===== src/rtl/uart_rx_fifo.sv =====
// uart_rx_fifo: receive-side byte FIFO between uart_receiver and a polling host.
// Ports:
//   clk, rst          system clock, synchronous active-high reset
//   rx_data, rx_rdy   byte and valid flag from uart_receiver
//   rdy_clr           registered acknowledge back to uart_receiver
//   rd_en, rd_data    host read strobe and registered read data (1-cycle latency)
//   empty, full       registered occupancy flags
//   count             occupancy 0..DEPTH
//   overrun, ovr_clr  sticky drop flag and its clear
//   level_irq         count >= THRESH, only when UART_RX_FIFO_LEVEL_IRQ_EN is defined
module uart_rx_fifo #(
    parameter int DEPTH  = 16,
    parameter int ADDR_W = 4,
    parameter int THRESH = 12
) (
    input  logic              clk,
    input  logic              rst,
    input  logic [7:0]        rx_data,
    input  logic              rx_rdy,
    output logic              rdy_clr,
    input  logic              rd_en,
    output logic [7:0]        rd_data,
    output logic              empty,
    output logic              full,
    output logic [ADDR_W:0]   count,
    output logic              overrun,
    input  logic              ovr_clr,
    output logic              level_irq
);
    typedef enum logic {IDLE, CLR} state_t;
    localparam logic [ADDR_W:0] FULL_CNT = DEPTH[ADDR_W:0];
    state_t            state, state_nxt;
    logic [7:0]        mem [DEPTH];
    logic [ADDR_W-1:0] wr_ptr, rd_ptr;
    logic              capture, rd_ok, wr_ok;
    logic [ADDR_W:0]   count_nxt;

    always_ff @(posedge clk)
        state <= rst ? IDLE : state_nxt;

    // A byte is taken only on the IDLE->CLR transition, so a long rdy is captured once.
    always_comb begin
        state_nxt = IDLE;
        capture   = 1'b0;
        case (state)
            IDLE: begin
                capture   = rx_rdy;
                state_nxt = rx_rdy ? CLR : IDLE;
            end
            CLR:     state_nxt = rx_rdy ? CLR : IDLE;
            default: state_nxt = IDLE;
        endcase
    end

    // A read in the same cycle frees a slot, so a full FIFO can still accept.
    assign rd_ok     = rd_en && !empty;
    assign wr_ok     = capture && (!full || rd_ok);
    assign count_nxt = count + (ADDR_W+1)'(wr_ok) - (ADDR_W+1)'(rd_ok);

    always_ff @(posedge clk)
        if (wr_ok)
            mem[wr_ptr] <= rx_data;

    always_ff @(posedge clk) begin
        if (rst) begin
            wr_ptr  <= '0;
            rd_ptr  <= '0;
            count   <= '0;
            empty   <= 1'b1;
            full    <= 1'b0;
            overrun <= 1'b0;
            rdy_clr <= 1'b0;
            rd_data <= 8'h00;
        end else begin
            wr_ptr  <= wr_ok ? wr_ptr + 1'b1 : wr_ptr;
            rd_ptr  <= rd_ok ? rd_ptr + 1'b1 : rd_ptr;
            count   <= count_nxt;
            empty   <= count_nxt == '0;
            full    <= count_nxt == FULL_CNT;
            overrun <= (capture && !wr_ok) ? 1'b1 : ovr_clr ? 1'b0 : overrun;
            rdy_clr <= state_nxt == CLR;
            rd_data <= rd_ok ? mem[rd_ptr] : rd_data;
        end
    end

`ifdef UART_RX_FIFO_LEVEL_IRQ_EN
    localparam logic [ADDR_W:0] THRESH_CNT = THRESH[ADDR_W:0];
    always_ff @(posedge clk)
        level_irq <= rst ? 1'b0 : count_nxt >= THRESH_CNT;
`else
    assign level_irq = 1'b0;
`endif
endmodule


===== config.mk =====
export PLATFORM = sky130hd
export DESIGN_NAME = uart_rx_fifo
export DESIGN_NICKNAME = d
export VERILOG_FILES = /design/src/rtl/uart_rx_fifo.sv
export SDC_FILE = /design/constraint.sdc
export NUM_CORES = 1
export LEC_CHECK = 0
export CAP_MARGIN = 20
export CELL_PAD_IN_SITES_DETAIL_PLACEMENT = 0
export CELL_PAD_IN_SITES_GLOBAL_PLACEMENT = 1
export CORE_ASPECT_RATIO = 0.5
export CORE_MARGIN = 5
export CORE_UTILIZATION = 33
export DETAILED_ROUTE_END_ITERATION = 16
export PLACE_DENSITY_LB_ADDON = 0.1
export SLEW_MARGIN = 30
export SYNTH_ARGS = -nofsm -noshare
export SYNTH_HDL_FRONTEND = slang
export SYNTH_SLANG_ARGS = --single-unit

===== constraint.sdc =====
create_clock -name clk -period 7.2 [get_ports clk]
set_input_delay 2.16 -clock clk [delete_from_list [all_inputs] [get_ports clk]]
set_output_delay 2.16 -clock clk [all_outputs]
set_load 0.01 [all_outputs]

==> flow_summary.ini <==
[status]
status = completed

[routing]
drt_iter0_markers = 197
drt_drc_violations_left = 0
vias = 3149
drtAntennaViolNets = 0
wirelength_um = 13880
firstDrtPassIters = 4
post_drt_via_cell_ratio = 4.890
wl_per_cell_um = 21.55

[synthesis]
synth.largest_area_cell = edfxtp_1
ys_ff_latch = 153
synth_edf_count = 128
synthFlopType = edfxtp_1
ys_types = 39
synth_top_cell_area_share_pct = 63.25
synthArstFlopShare_pct = 0
synthCells = 358
yosys_warnings = 0
yosys-top-cells-count = edfxtp_1 (128), mux2i_1 (37), dfxtp_1 (25), nor2_1 (24), mux4_2 (18)
synth_area_leaders = edfxtp_1 (63%), dfxtp_1 (8.2%), mux4_2 (6.7%)
ys_seq_area_share_pct = 71.48
syn_nets = 382
avgSynthCellArea_um2 = 16.98
synth.most_common_cell = edfxtp_1
synth_area_um2 = 6077

[clock_network]
cts_resized = 0
clock-sinks = 153
postCtsSetupRepairBufs = 0
hold_buffers = 0
cts_buffers = 17
cts.clk_slew.worst_paths_ns = 0.06
htree_num_levels = 4
clock_latency_ns = 0.41
tritoncts = built
clk_path_buf_depth = 2
ctsRootBufferMaster = clkbuf_16

[power_and_ir_drop]
peakVddDrop_v = 0.0001838
p_leak_nw = 2.261
power.density_nw_per_um2 = 318.5

[final_layout]
postLayoutCoreUtil_pct = 39.62
drive_gt1_share_pct = 16.34
syn2layout_area_growth_pct = 19.07
diodes = 0
fillers = 1676
nets = 415

[placement]
gp_congestion = 0.7302
hpwl_um = 9101
io_buffer_count = 29

[timing]
tightest_slew_ns = 1.013
max_freq_mhz = 207.4
hold_viol_final = 0
fin_setup_tns_ns = 0
slew_violations = 0
post-route-period-util_pct = 66.96
final-setup-viol-count = 0
max_slew_margin_pct = 32.21
final.setup_skew_ns = 0.007386
fin_crit_ns = 4.821
rsz0062_at_grt = no

[grt]
grtUsageMet3_pct = 2.499
grt_usage_pct = 13.34
grt_overflow = 0
use_met1_pct = 19.11
grt-busiest-layer = met2
met2_usage_pct = 20.98
grt_pass1_wl_um = 20910
antenna_found_initial = 0
grt_pass1_vias = 3402
grt_max_degree = 29

[setup_path]
crit_chain = clkdlybuf4s50_1, nand2b_1, a21oi_2, inv_1, ha_1, inv_1, ha_1, inv_1, fa_1, xnor2_1, or3b_2, a2111oi_2
cp_data_required_time_ns = 7.50
crit_path_end_kind = flop
cp_slowest_stage_delay_ns = 0.46
slowest_stage = or3b_2
criticalPathCategory = primary input to flop
cp_common_cell = inv_1
cp_max_fo = 7
path_buf_inv = 4
path_delay_family = adder cells
cp.arrival_ns = 5.13
crit_path_start_kind = primary input

[die]
die_height_um = 106.0
rows = 35
chipWidth_um = 201.9
die_area_um2 = 21390
core_um2 = 18260
start_util_pct = 33.28
io_pins = 31

[flow_run]
drv_cap = 0

[min_path]
hold_path_class = flop to flop
## state kept, by name (all words and copies together) (netlist names)
name / flops
overrun: 1
rd_ptr: 4
wr_ptr: 4
rd_data: 8
mem: 128
empty: 1
rdy_clr: 1
count: 5
full: 1
## final cells by class
type / instances / area [um^2] / area share [%]
multi-input combinational: 174 / 1613 / 22.29
tap: 240 / 300.3 / 4.150
timing repair buffer: 33 / 320.3 / 4.427
inverter: 12 / 45.04 / 0.6225
clock buffer: 19 / 442.9 / 6.121
sequential: 153 / 4345 / 60.06
clock inverter: 13 / 168.9 / 2.334
## where the power goes
group	total [W]	internal, W	leakage (nW)	switching (W)
registers	0.00104	0.00100	1.36	0.0000402
clock network	0.000909	0.000558	0.287	0.000351
logic	0.000353	0.000165	0.615	0.000189
## stage by stage
step / std cells / power (W) / setup slack (ns) / area, um^2 / hold WS (ns)
after floorplan: 358 / 0.001273 / 2.634 / 6077 / 0.4844
after global placement: 612 / 0.001406 / 1.990 / 6614 / 0.4736
final: 644 / 0.002305 / 2.379 / 7236 / 0.4917
after detailed placement: 612 / 0.001415 / 1.936 / 6619 / 0.4751
after global routing: 644 / 0.002405 / 2.204 / 7236 / 0.5017
after CTS: 644 / 0.002328 / 2.360 / 7231 / 0.4891
## metal layers
| metal | vias to the layer above | part of all wire, % |
|---|---|---|
| met5 | - | 0 |
| met2 | 58 | 47 |
| met4 | 0 | 0.26 |
| li1 | 1454 | - |
| met1 | 1633 | 50 |
| met3 | 4 | 2.7 |
## worst min-delay path, stage by stage, from the launching register on
cell     delay, ns
dfxtp_1       0.33
a32oi_1       0.06
o21ai_0       0.07
## cell usage in the layout (no fill, tap or decap), types with 2 or more instances in the layout
cell type,Yosys,final
a21oi_1,3,3
a22oi_1,15,15
a32oi_1,8,8
buf_4,4,4
bufinv_16,0,3
clkbuf_16,0,17
clkdlybuf4s50_1,0,29
clkinv_4,0,2
clkinvlp_4,0,4
dfxtp_1,25,24
edfxtp_1,128,128
ha_1,10,10
inv_1,11,11
inv_6,0,3
mux2i_1,37,37
mux4_2,18,18
nand2_1,7,7
nand2b_1,4,4
nand3_1,2,2
nor2_1,24,20
nor2_2,0,4
nor2b_1,7,7
nor3_1,4,2
nor3_2,0,2
o21ai_0,8,8
or3_1,2,2
xnor2_1,5,5
xor2_1,5,5
## kinds of logic after synthesis
family	share of synthesized area, %
XOR/XNOR	1.441
other	0.06171
flip-flops	71.48
AND/OR/NAND/NOR	4.324
adder cells (fa/ha/maj)	2.388
multiplexers	12.95
AO/OA/AOI/OAI	5.044
buffers and inverters	2.306
## path summary, 6_finish.rpt
| path | start | endpoint | cells after the start | slack (ns) |
|---|---|---|---|---|
| worst max-delay path | rd_en | full | 12 | 2.38 |
| worst min-delay path | rd_data[5] | rd_data[5] | 2 | 0.49 |
| worst max register to register | empty | full | 11 | 4.19 |
| worst min register to register | rd_data[5] | rd_data[5] | 2 | 0.49 |
Power figures use the tool's default switching activity.
